[src/rtl/cg_pkg.sv]
// ---------------------------------------------------------------------------
// cg_pkg : shared definitions for the coil firing sequencer.
//   - state_e        : sequencer states (IDLE, ON, GAP, COOLDOWN)
//   - CREG_*         : bit positions inside the I2C control register
//   - EF_*           : bit positions inside the error/status flag byte
//   - EF_M_*         : single-bit masks built from the EF_* positions
//   - flag_byte()    : merges a coil index into a fault code byte
// ---------------------------------------------------------------------------
package cg_pkg;

   typedef enum logic [1:0] {
      IDLE     = 2'd0,
      ON       = 2'd1,
      GAP      = 2'd2,
      COOLDOWN = 2'd3
   } state_e;

   localparam int CREG_ARM   = 0;
   localparam int CREG_FIRE  = 1;
   localparam int CREG_ABORT = 2;

   localparam int EF_TIMEOUT  = 0;
   localparam int EF_STUCK    = 1;
   localparam int EF_ABORT    = 2;
   localparam int EF_NOTARMED = 3;
   localparam int EF_IDX_LSB  = 4;
   localparam int EF_IDX_MSB  = 6;
   localparam int EF_DONE     = 7;

   localparam logic [7:0] EF_M_TIMEOUT  = 8'h01 << EF_TIMEOUT;
   localparam logic [7:0] EF_M_STUCK    = 8'h01 << EF_STUCK;
   localparam logic [7:0] EF_M_ABORT    = 8'h01 << EF_ABORT;
   localparam logic [7:0] EF_M_NOTARMED = 8'h01 << EF_NOTARMED;
   localparam logic [7:0] EF_M_DONE     = 8'h01 << EF_DONE;

   // Fault code with the offending coil index placed in the index field.
   function automatic logic [7:0] flag_byte(input logic [7:0] code, input logic [2:0] idx);
      logic [7:0] f;
      f = code;
      f[EF_IDX_MSB:EF_IDX_LSB] = idx;
      return f;
   endfunction

endpackage

[src/rtl/cg_gate_sync.sv]
// ---------------------------------------------------------------------------
// cg_gate_sync : N-wide 2-FF synchroniser for the optical gates followed by a
// registered rising-edge detector. A gate first sampled high at edge n shows
// as gate_lvl after edge n+1 and as a one-cycle gate_rise after edge n+2.
//   clk       in  system clock
//   rst_n     in  synchronous active-low reset
//   gate      in  raw asynchronous gate sensors
//   gate_lvl  out synchronised gate level
//   gate_rise out registered rising-edge pulse of the synchronised level
// ---------------------------------------------------------------------------
module cg_gate_sync #(
   parameter int N = 3
) (
   input  logic         clk,
   input  logic         rst_n,
   input  logic [N-1:0] gate,
   output logic [N-1:0] gate_lvl,
   output logic [N-1:0] gate_rise
);

   logic [N-1:0] meta_r;
   logic [N-1:0] sync_r;
   logic [N-1:0] prev_r;
   logic [N-1:0] rise_r;

   // Synchroniser chain and edge detector.
   always_ff @(posedge clk) begin
      if (!rst_n) begin
         meta_r <= {N{1'b0}};
         sync_r <= {N{1'b0}};
         prev_r <= {N{1'b0}};
         rise_r <= {N{1'b0}};
      end else begin
         meta_r <= gate;
         sync_r <= meta_r;
         prev_r <= sync_r;
         rise_r <= sync_r & ~prev_r;
      end
   end

   assign gate_lvl  = sync_r;
   assign gate_rise = rise_r;

endmodule

[src/rtl/cg_coil_seq.sv]
// ---------------------------------------------------------------------------
// cg_coil_seq : coil firing sequencer behind the I2C slave core. Energises the
// coils one at a time, handing over on each optical gate, and reports a flag
// byte plus the transit time (in cycles) of the last successful shot.
//   I_clk    in  system clock
//   I_rst_n  in  synchronous active-low reset
//   I_creg   in  control register: [0] arm, [1] fire (rising edge), [2] abort
//   I_gate   in  optical gate sensors (asynchronous)
//   O_coil   out coil drive, registered, at most one bit high
//   O_eflg   out status/error flags
//   O_acc    out cycles of the last successful shot (saturating)
//   O_busy   out high while a shot or its cooldown is in progress
// ---------------------------------------------------------------------------
module cg_coil_seq
   import cg_pkg::*;
#(
   parameter int N_COILS       = 3,
   parameter int MAX_PULSE_CYC = 50000,
   parameter int COOLDOWN_CYC  = 100000
) (
   input  logic               I_clk,
   input  logic               I_rst_n,
   input  logic [7:0]         I_creg,
   input  logic [N_COILS-1:0] I_gate,
   output logic [N_COILS-1:0] O_coil,
   output logic [7:0]         O_eflg,
   output logic [23:0]        O_acc,
   output logic               O_busy
);

   localparam int PW = $clog2(MAX_PULSE_CYC + 32'sd1);
   localparam int CW = $clog2(COOLDOWN_CYC + 32'sd1);
   localparam logic [2:0]         K_LAST     = 3'(N_COILS - 32'sd1);
   localparam logic [N_COILS-1:0] COIL0      = N_COILS'(1'b1);
   localparam logic [PW-1:0]      PULSE_LAST = PW'(MAX_PULSE_CYC - 32'sd1);
   localparam logic [CW-1:0]      COOL_LAST  = CW'(COOLDOWN_CYC - 32'sd1);
   localparam logic [23:0]        ACC_MAX    = 24'hFF_FFFF;

   state_e             state_r, state_s;
   logic [2:0]         k_r, k_s;
   logic [PW-1:0]      pulse_r;
   logic [CW-1:0]      cd_r;
   logic [23:0]        acc_cnt_r;
   logic               fire_prev_r;
   logic [N_COILS-1:0] coil_r, coil_s;
   logic [7:0]         eflg_r, eflg_s;
   logic [23:0]        acc_r, acc_s;
   logic               busy_r, busy_s;

   logic [N_COILS-1:0] gate_lvl_s, gate_rise_s, k_oh_s;
   logic gate_k_rise_s, gate_k_lvl_s, fire_edge_s, arm_s, abort_s;
   logic coil_act_s, timeout_s, cool_done_s, last_s;
   logic unused_creg_s;

   cg_gate_sync #(.N(N_COILS)) u_gate_sync (
      .clk       (I_clk),
      .rst_n     (I_rst_n),
      .gate      (I_gate),
      .gate_lvl  (gate_lvl_s),
      .gate_rise (gate_rise_s)
   );

   assign k_oh_s        = COIL0 << k_r;
   assign gate_k_rise_s = |(gate_rise_s & k_oh_s);
   assign gate_k_lvl_s  = |(gate_lvl_s & k_oh_s);
   assign fire_edge_s   = I_creg[CREG_FIRE] & ~fire_prev_r;
   assign arm_s         = I_creg[CREG_ARM];
   assign abort_s       = I_creg[CREG_ABORT] | ~arm_s;
   // The pulse counter only runs once the coil is really driven, so the first
   // ON(0) cycle (coil still rising) does not eat into the pulse budget.
   assign coil_act_s    = |coil_r;
   assign timeout_s     = coil_act_s && (pulse_r == PULSE_LAST);
   assign cool_done_s   = (cd_r == COOL_LAST);
   assign last_s        = (k_r == K_LAST);
   assign unused_creg_s = ^I_creg[7:3];

   // State register.
   always_ff @(posedge I_clk) begin
      if (!I_rst_n) begin
         state_r <= IDLE;
         k_r     <= 3'd0;
      end else begin
         state_r <= state_s;
         k_r     <= k_s;
      end
   end

   // Next-state logic; abort outranks gate edges and timeout.
   always_comb begin
      state_s = state_r;
      k_s     = k_r;
      case (state_r)
         IDLE: begin
            if (fire_edge_s && arm_s) begin
               state_s = gate_lvl_s[0] ? COOLDOWN : ON;
               k_s     = 3'd0;
            end else begin
               state_s = IDLE;
            end
         end
         ON: begin
            if (abort_s) begin
               state_s = COOLDOWN;
            end else if (gate_k_rise_s) begin
               if (last_s) begin
                  state_s = COOLDOWN;
               end else begin
                  state_s = GAP;
                  k_s     = k_r + 3'd1;
               end
            end else if (timeout_s) begin
               state_s = COOLDOWN;
            end else begin
               state_s = ON;
            end
         end
         GAP: begin
            if (abort_s || gate_k_lvl_s) begin
               state_s = COOLDOWN;
            end else begin
               state_s = ON;
            end
         end
         COOLDOWN: begin
            if (cool_done_s) begin
               state_s = IDLE;
            end else begin
               state_s = COOLDOWN;
            end
         end
         default: begin
            state_s = IDLE;
            k_s     = 3'd0;
         end
      endcase
   end

   // Next values of the registered outputs.
   always_comb begin
      eflg_s = eflg_r;
      acc_s  = acc_r;
      busy_s = (state_s != IDLE);
      // Coil follows the next state, except on entry from IDLE where the
      // coil rises one edge after the fire edge is accepted.
      if (state_s == ON && state_r != IDLE) begin
         coil_s = COIL0 << k_s;
      end else begin
         coil_s = {N_COILS{1'b0}};
      end
      case (state_r)
         IDLE: begin
            if (fire_edge_s) begin
               if (!arm_s) begin
                  eflg_s = EF_M_NOTARMED;
               end else if (gate_lvl_s[0]) begin
                  eflg_s = EF_M_STUCK;
               end else begin
                  eflg_s = 8'h00;
               end
            end else begin
               eflg_s = eflg_r;
            end
         end
         ON: begin
            if (abort_s) begin
               eflg_s = flag_byte(EF_M_ABORT, k_r);
            end else if (gate_k_rise_s && last_s) begin
               eflg_s = EF_M_DONE;
               acc_s  = acc_cnt_r;
            end else if (gate_k_rise_s) begin
               eflg_s = eflg_r;
            end else if (timeout_s) begin
               eflg_s = flag_byte(EF_M_TIMEOUT, k_r);
            end else begin
               eflg_s = eflg_r;
            end
         end
         GAP: begin
            if (abort_s) begin
               eflg_s = flag_byte(EF_M_ABORT, k_r);
            end else if (gate_k_lvl_s) begin
               eflg_s = flag_byte(EF_M_STUCK, k_r);
            end else begin
               eflg_s = eflg_r;
            end
         end
         COOLDOWN: eflg_s = eflg_r;
         default:  eflg_s = eflg_r;
      endcase
   end

   // Output registers, fire-edge history and the shot counters.
   always_ff @(posedge I_clk) begin
      if (!I_rst_n) begin
         fire_prev_r <= 1'b0;
         coil_r      <= {N_COILS{1'b0}};
         eflg_r      <= 8'h00;
         acc_r       <= 24'h00_0000;
         busy_r      <= 1'b0;
         pulse_r     <= {PW{1'b0}};
         cd_r        <= {CW{1'b0}};
         acc_cnt_r   <= 24'h00_0000;
      end else begin
         fire_prev_r <= I_creg[CREG_FIRE];
         coil_r      <= coil_s;
         eflg_r      <= eflg_s;
         acc_r       <= acc_s;
         busy_r      <= busy_s;
         if (state_r != ON) begin
            pulse_r <= {PW{1'b0}};
         end else if (coil_act_s) begin
            pulse_r <= pulse_r + PW'(1'b1);
         end else begin
            pulse_r <= pulse_r;
         end
         if (state_r == COOLDOWN) begin
            cd_r <= cd_r + CW'(1'b1);
         end else begin
            cd_r <= {CW{1'b0}};
         end
         // Cleared while idle so every accepted shot starts from zero.
         if (state_r == IDLE) begin
            acc_cnt_r <= 24'h00_0000;
         end else if ((state_r == ON || state_r == GAP) && acc_cnt_r != ACC_MAX) begin
            acc_cnt_r <= acc_cnt_r + 24'h00_0001;
         end else begin
            acc_cnt_r <= acc_cnt_r;
         end
      end
   end

   assign O_coil = coil_r;
   assign O_eflg = eflg_r;
   assign O_acc  = acc_r;
   assign O_busy = busy_r;

endmodule

[config.mk]
export PLATFORM = sky130hd
export DESIGN_NAME = cg_coil_seq
export DESIGN_NICKNAME = d
export VERILOG_FILES = /design/src/rtl/cg_pkg.sv /design/src/rtl/cg_gate_sync.sv /design/src/rtl/cg_coil_seq.sv
export SDC_FILE = /design/constraint.sdc
export NUM_CORES = 1
export LEC_CHECK = 0
export CORE_AREA = 5 5 116 118
export DETAILED_ROUTE_END_ITERATION = 10
export DIE_AREA = 0 0 121 123
export PLACE_DENSITY = 0.59
export SLEW_MARGIN = 10
export SYNTH_ARGS = -nofsm -noshare
export SYNTH_HDL_FRONTEND = slang
export SYNTH_SLANG_ARGS = --single-unit
[constraint.sdc]
create_clock -name I_clk -period 5.5 [get_ports I_clk]
set_input_delay 0.825 -clock I_clk [delete_from_list [all_inputs] [get_ports I_clk]]
set_output_delay 0.825 -clock I_clk [all_outputs]
set_load 0.1 [all_outputs]
==> results of run 1 <==
## layer usage
metal  wire length (µm)  global-route usage [%]  vias to the layer above
met5                  0                       0                        -
met4                187                    5.24                        0
met3                477                    4.76                       12
met2               4710                    23.0                       72
met1               5120                    19.2                     1845
li1                   -                       -                     2001
## state kept, by name, indices dropped and copies added (netlist names), 2 cells and up
| name | flops |
|---|---|
| state_r | 2 |
| u_gate_sync.gate_rise | 3 |
| u_gate_sync.gate_lvl | 3 |
| cd_r | 17 |
| O_acc | 24 |
| acc_cnt_r | 24 |
| u_gate_sync.meta_r | 3 |
| pulse_r | 16 |
| O_coil | 3 |
| k_r | 3 |
| O_eflg | 8 |
| u_gate_sync.prev_r | 3 |
## synth_stat cells (2+ instances only)
master,number
a21o_1,2
a21oi_1,41
a222oi_1,2
a22o_1,2
a31oi_1,3
a41o_1,2
and2_1,18
and3_1,11
and4_1,8
clkbuf_1,23
dfxtp_1,111
ha_1,11
inv_1,11
mux2i_1,6
nand2_1,88
nand2b_1,3
nand3_1,20
nand3b_1,3
nand4_1,15
nor2_1,57
nor2b_1,4
nor3_1,6
nor3b_1,3
nor4_1,5
nor4b_1,6
nor4bb_1,3
o211ai_1,2
o21a_1,3
o21ai_0,11
o22ai_1,4
o31ai_1,2
o41ai_1,2
or2_2,3
or3_1,11
or4_1,2
xnor2_1,21
xor2_1,20
## worst max-delay path, stage by stage
cell,delay [ns]
clkdlybuf4s50_1,0.45
buf_4,0.25
inv_1,0.06
buf_4,0.23
nor2_1,0.39
a31oi_1,0.23
or4b_4,0.55
nor3_1,0.20
## cell type report
class / count / area share (%)
Sequential cell: 111 / 39.1
Clock inverter: 6 / 1.23
Tap cell: 172 / 3.79
Timing Repair Buffer: 47 / 8.10
Clock buffer: 10 / 4.03
Inverter: 11 / 0.727
Multi-Input combinational cell: 412 / 43.0
## cell families after synthesis
family	count (synthesis)	synth area share [%]
AOI/OAI and AO/OA	85	11.0
xor gates and xnor gates	41	7.49
adders and majority gates	11	2.87
buffers and inverters	35	2.74
DFF	111	46.4
muxes	6	1.25
and+or+nand+nor	269	28.3
## per-stage QoR
step	utilization, %	worst slack [ns]	power [mW]	cells
after floorplan	-	3.13	0.864	558
after global placement	43.5	2.27	0.881	753
after detailed placement	43.5	2.23	0.882	753
after CTS	46.0	2.58	1.54	769
after global routing	46.0	2.37	1.58	769
final	46.0	2.57	1.52	769
## how the worst max path moves through the flow
stage | to | slack, ns | depth (start not counted)
detailed placement | O_coil[1]$_SDFF_PP0_ | 2.23 | 8
global placement | O_coil[1]$_SDFF_PP0_ | 2.27 | 8
floorplan | O_coil[1]$_SDFF_PP0_ | 3.13 | 7
global route | O_coil[0]$_SDFF_PP0_ | 2.37 | 8
CTS | O_coil[0]$_SDFF_PP0_ | 2.58 | 8
finish | O_coil[0]$_SDFF_PP0_ | 2.57 | 8
## power breakdown
part	leakage (nW)	switching, mW	total (mW)	internal (mW)
clock network	0.135	0.299	0.655	0.356
registers	0.896	0.00235	0.811	0.808
logic	0.830	0.0349	0.0528	0.0180
total	1.86	0.336	1.52	1.18
==> impl_metrics.env, run 1 <==
export IMPL_status="finished, final reports clean"
export IMPL_syn_area_per_cell_um2=8.59
export IMPL_drive_gt1_share_pct=4.36
export IMPL_r2r_start="k_r[0]$_SDFF_PN0_"
export IMPL_min_delay_start="u_gate_sync.prev_r[2]$_SDFF_PN0_"
export IMPL_grt_antenna_before_repair=0
export IMPL_yosysTopAreaCell="dfxtp_1"
export IMPL_syn_to_final_growth_pct=18.6
export IMPL_rsz0062_at_grt="no"
export IMPL_worstPathArrival_ns=3.20
export IMPL_maxSlewHeadroom_pct=34.5
export IMPL_grt_ovfl_total=0
export IMPL_drc_errors=0
export IMPL_dpl_instance_area_um2=5380
export IMPL_cp_start_kind="input port"
export IMPL_wl_per_cell_um=13.7
export IMPL_vias=3930
export IMPL_max_cap_violations=0
export IMPL_final_area_um2=5680
export IMPL_grt_usage_pct=14.8
export IMPL_grt_pass1_wl_um=17800
export IMPL_synthFlopType="dfxtp_1"
export IMPL_finalSetupTns_ns=0
export IMPL_fp_row_count=41
export IMPL_r2r_setup_slack_ns=2.64
export IMPL_cts_sinks=111
export IMPL_path_class="input port to flip-flop"
export IMPL_ctsResizeCount=0
export IMPL_hold_end="u_gate_sync.gate_rise[2]$_SDFF_PN0_"
export IMPL_synth_fp_nets=582
export IMPL_io_pins=49
export IMPL_p_leak_nw=1.86
export IMPL_netlist_area_um2=4790
export IMPL_gp_congestion=0.887
export IMPL_cts_setup_buffers=0
export IMPL_grt_pass1_vias=3786
export IMPL_final_antenna_net_count=0
export IMPL_skew_ns=0.00735
export IMPL_ys_types=50
export IMPL_die_w_um=121
export IMPL_die_h_um=123
export IMPL_drtIter0Drc=179
export IMPL_hold_depth=1
export IMPL_async_reset_ff_share_pct=0
export IMPL_cts_tree="yes"
export IMPL_clk_pin_slew_ns=0.06
export IMPL_wl_um=10500
export IMPL_pwr_density_cell_nw_per_um2=267
export IMPL_fmax_mhz=341
export IMPL_cts_buffer_depth=2
export IMPL_layout_min_cycle_time_ns=2.93
export IMPL_r2r_end="O_coil[0]$_SDFF_PP0_"
export IMPL_crit_fanout=30
export IMPL_yosys_warnings=0
export IMPL_fill_cells=1186
export IMPL_h_tree_depth=3
export IMPL_portBuffers=43
export IMPL_coreArea_um2=12400
export IMPL_grt_max_degree=31
export IMPL_seq_area_um2=2220
export IMPL_worst_pin_slew_ns=0.980
export IMPL_ys_seq_area_share_pct=46.4
export IMPL_synth_edf_count=0
export IMPL_ys_ff_latch=111
export IMPL_die_area_um2=14900
export IMPL_avgViaCountPerCell=5.11
export IMPL_final_cell_mix="dfxtp_1 (111), nand2_1 (88), nor2_1 (57)"
export IMPL_setup_viol=0
export IMPL_final_common_cell="dfxtp_1"
export IMPL_fin_crit_sh_pct=53.3
export IMPL_synth_top_area_share_pct=46.4
export IMPL_final_hold_violation_count=0
export IMPL_dp_hpwl_um=7330
export IMPL_cts_buffers_inserted=9
export IMPL_report_final_slew_viol_count=0
export IMPL_drt_pass1_iterations=4
export IMPL_holdCritPathClass="flip-flop to flip-flop"
export IMPL_r2r_cells=7
export IMPL_worstPathRequired_ns=5.77
export IMPL_synth_top_cells_by_area="dfxtp_1 (46%), nand2_1 (6.9%), nor2_1 (4.5%)"
export IMPL_root_buffer="clkbuf_16"
export IMPL_holdWs_ns=0.382
export IMPL_nNetsFinal=616
export IMPL_ir_drop_mv=0.155
export IMPL_synthCells=558
export IMPL_multi_input_area_um2=2440
export IMPL_clk_insertion_delay_late_ns=0.35
export IMPL_antenna_cells=0
export IMPL_hold_buffers=0
export IMPL_endpoint_kind="flip-flop"
export IMPL_start_util_pct=38.8
export IMPL_crit_start="I_rst_n"
Note: power is estimated with default switching activity, not from simulation.
==> run 2: changes to the inputs <==
Clock period 5.5 ns to 2.9 ns, I/O delays scaled along.
==> impl_metrics.env, run 2 (synthesized netlist as in run 1, its figures left out) <==
export IMPL_status="finished, final reports clean"
export IMPL_ctsResizeCount=0
export IMPL_grt_max_degree=30
export IMPL_grtUsageMet3_pct=2.93
export IMPL_syn_to_final_growth_pct=17.2
export IMPL_max_cap_violations=0
export IMPL_finalSetupTns_ns=0
export IMPL_endpoint_kind="flip-flop"
export IMPL_final_common_cell="dfxtp_1"
export IMPL_wl_per_cell_um=13.4
export IMPL_report_final_slew_viol_count=0
export IMPL_worstPathArrival_ns=2.79
export IMPL_drc_errors=0
export IMPL_slowest_stage="or4b_4"
export IMPL_drive_gt1_share_pct=10.9
export IMPL_die_w_um=121
export IMPL_wl_um=10400
export IMPL_clk_pin_slew_ns=0.07
export IMPL_grt_pass1_wl_um=17600
export IMPL_dp_hpwl_um=7390
export IMPL_rsz0062_at_grt="no"
export IMPL_grt_pass1_vias=3704
export IMPL_start_util_pct=38.8
export IMPL_holdCritPathClass="flip-flop to flip-flop"
export IMPL_cts_tree="yes"
export IMPL_root_buffer="clkbuf_16"
export IMPL_final_antenna_net_count=0
export IMPL_avgViaCountPerCell=5.07
export IMPL_path_class="flip-flop to flip-flop"
export IMPL_p_leak_nw=1.96
export IMPL_ir_drop_mv=0.274
export IMPL_grt_busiest_layer="met2"
export IMPL_cts_buffer_depth=2
export IMPL_crit_fanout=6
export IMPL_coreArea_um2=12400
export IMPL_drtIter0Drc=189
export IMPL_fp_row_count=41
export IMPL_cts_sinks=111
export IMPL_antenna_cells=0
export IMPL_place_inst=759
export IMPL_drt_pass1_iterations=4
export IMPL_grt_usage_pct=14.6
export IMPL_nNetsFinal=622
export IMPL_cts_setup_buffers=0
export IMPL_path_buf_inv=1
export IMPL_cp_start_kind="flip-flop"
export IMPL_final_cell_mix="dfxtp_1 (111), nand2_1 (88), nor2_1 (57)"
export IMPL_grt_ovfl_total=0
export IMPL_die_h_um=123
export IMPL_gp_congestion=0.910
export IMPL_skew_ns=0.00779
export IMPL_cp_slowest_stage_delay_ns=0.55
export IMPL_setup_viol=0
export IMPL_worst_pin_slew_ns=0.655
export IMPL_stdcell_count=775
export IMPL_layout_min_cycle_time_ns=2.52
export IMPL_portBuffers=43
export IMPL_use_met1_pct=19.9
export IMPL_crit_family="compound AO/OA/AOI/OAI gates"
export IMPL_h_tree_depth=3
export IMPL_fin_crit_sh_pct=87.0
export IMPL_grt_antenna_before_repair=0
export IMPL_met2_usage_pct=22.4
export IMPL_clk_insertion_delay_late_ns=0.35
export IMPL_pwr_density_cell_nw_per_um2=500
export IMPL_fill_cells=1231
export IMPL_fmax_mhz=396
export IMPL_crit_chain="inv_1, ha_1, a222oi_1, o22ai_1, a22o_1, or4b_4, nor3b_1"
export IMPL_cts_buffers_inserted=9
export IMPL_die_area_um2=14900
export IMPL_hold_buffers=0
export IMPL_io_pins=49
export IMPL_vias=3930
export IMPL_final_hold_violation_count=0
export IMPL_worstPathRequired_ns=3.17
export IMPL_maxSlewHeadroom_pct=56.0
==> run 2: cell types whose count changed in the layout (fill, tap and decap cells not counted) <==
cell | before | now
buf_4 | 4 | 46
bufinv_16 | 1 | 0
clkbuf_1 | 1 | 3
clkbuf_8 | 0 | 2
clkdlybuf4s50_1 | 43 | 7
clkinv_4 | 1 | 0
clkinvlp_4 | 3 | 2
inv_6 | 1 | 0
==> run 2: per-stage QoR <==
step	total power, mW	hold WS [ns]	setup slack (ns)	area [µm²]	util [%]
floorplan	1.64	0.367	0.529	4790	-
CTS	2.84	0.390	0.388	5620	45.4
global route	2.91	0.407	0.186	5620	45.4
detailed placement	1.68	0.377	0.401	5340	43.2
finish	2.81	0.391	0.377	5620	45.4
global placement	1.67	0.370	0.455	5340	43.2
==> run 2: worst paths after layout <==
check	from	endpoint	slack (ns)	cells past startpoint
worst max-delay path	k_r[0]$_SDFF_PN0_	O_coil[2]$_SDFF_PP0_	0.38	7
worst min-delay path	u_gate_sync.prev_r[1]$_SDFF_PN0_	u_gate_sync.gate_rise[1]$_SDFF_PN0_	0.39	1
worst max register to register	k_r[0]$_SDFF_PN0_	O_coil[2]$_SDFF_PP0_	0.38	7
worst min register to register	u_gate_sync.prev_r[1]$_SDFF_PN0_	u_gate_sync.gate_rise[1]$_SDFF_PN0_	0.39	1
==> run 2: power breakdown <==
| part | leakage, nW | switching (mW) | internal, mW | total [mW] |
|---|---|---|---|---|
| registers | 0.896 | 0.00489 | 1.53 | 1.54 |
| logic | 0.934 | 0.0666 | 0.0351 | 0.102 |
| clock network | 0.129 | 0.539 | 0.632 | 1.17 |
==> run 2: cell type report <==
class | instances | area [µm²] | share of cell area, %
repair buffers | 53 | 415 | 7.39
inverters | 11 | 41.3 | 0.735
flip-flops and latches | 111 | 2220 | 39.6
well taps | 172 | 215 | 3.83
multi-input cells | 412 | 2440 | 43.5
clock inverters | 2 | 15.0 | 0.267
clock buffers | 14 | 264 | 4.70
==> run 2: layer usage <==
metal,vias to the layer above,wire (µm)
li1,2024,-
met1,1823,5200
met2,70,4570
met3,13,442
met4,0,204
met5,-,0
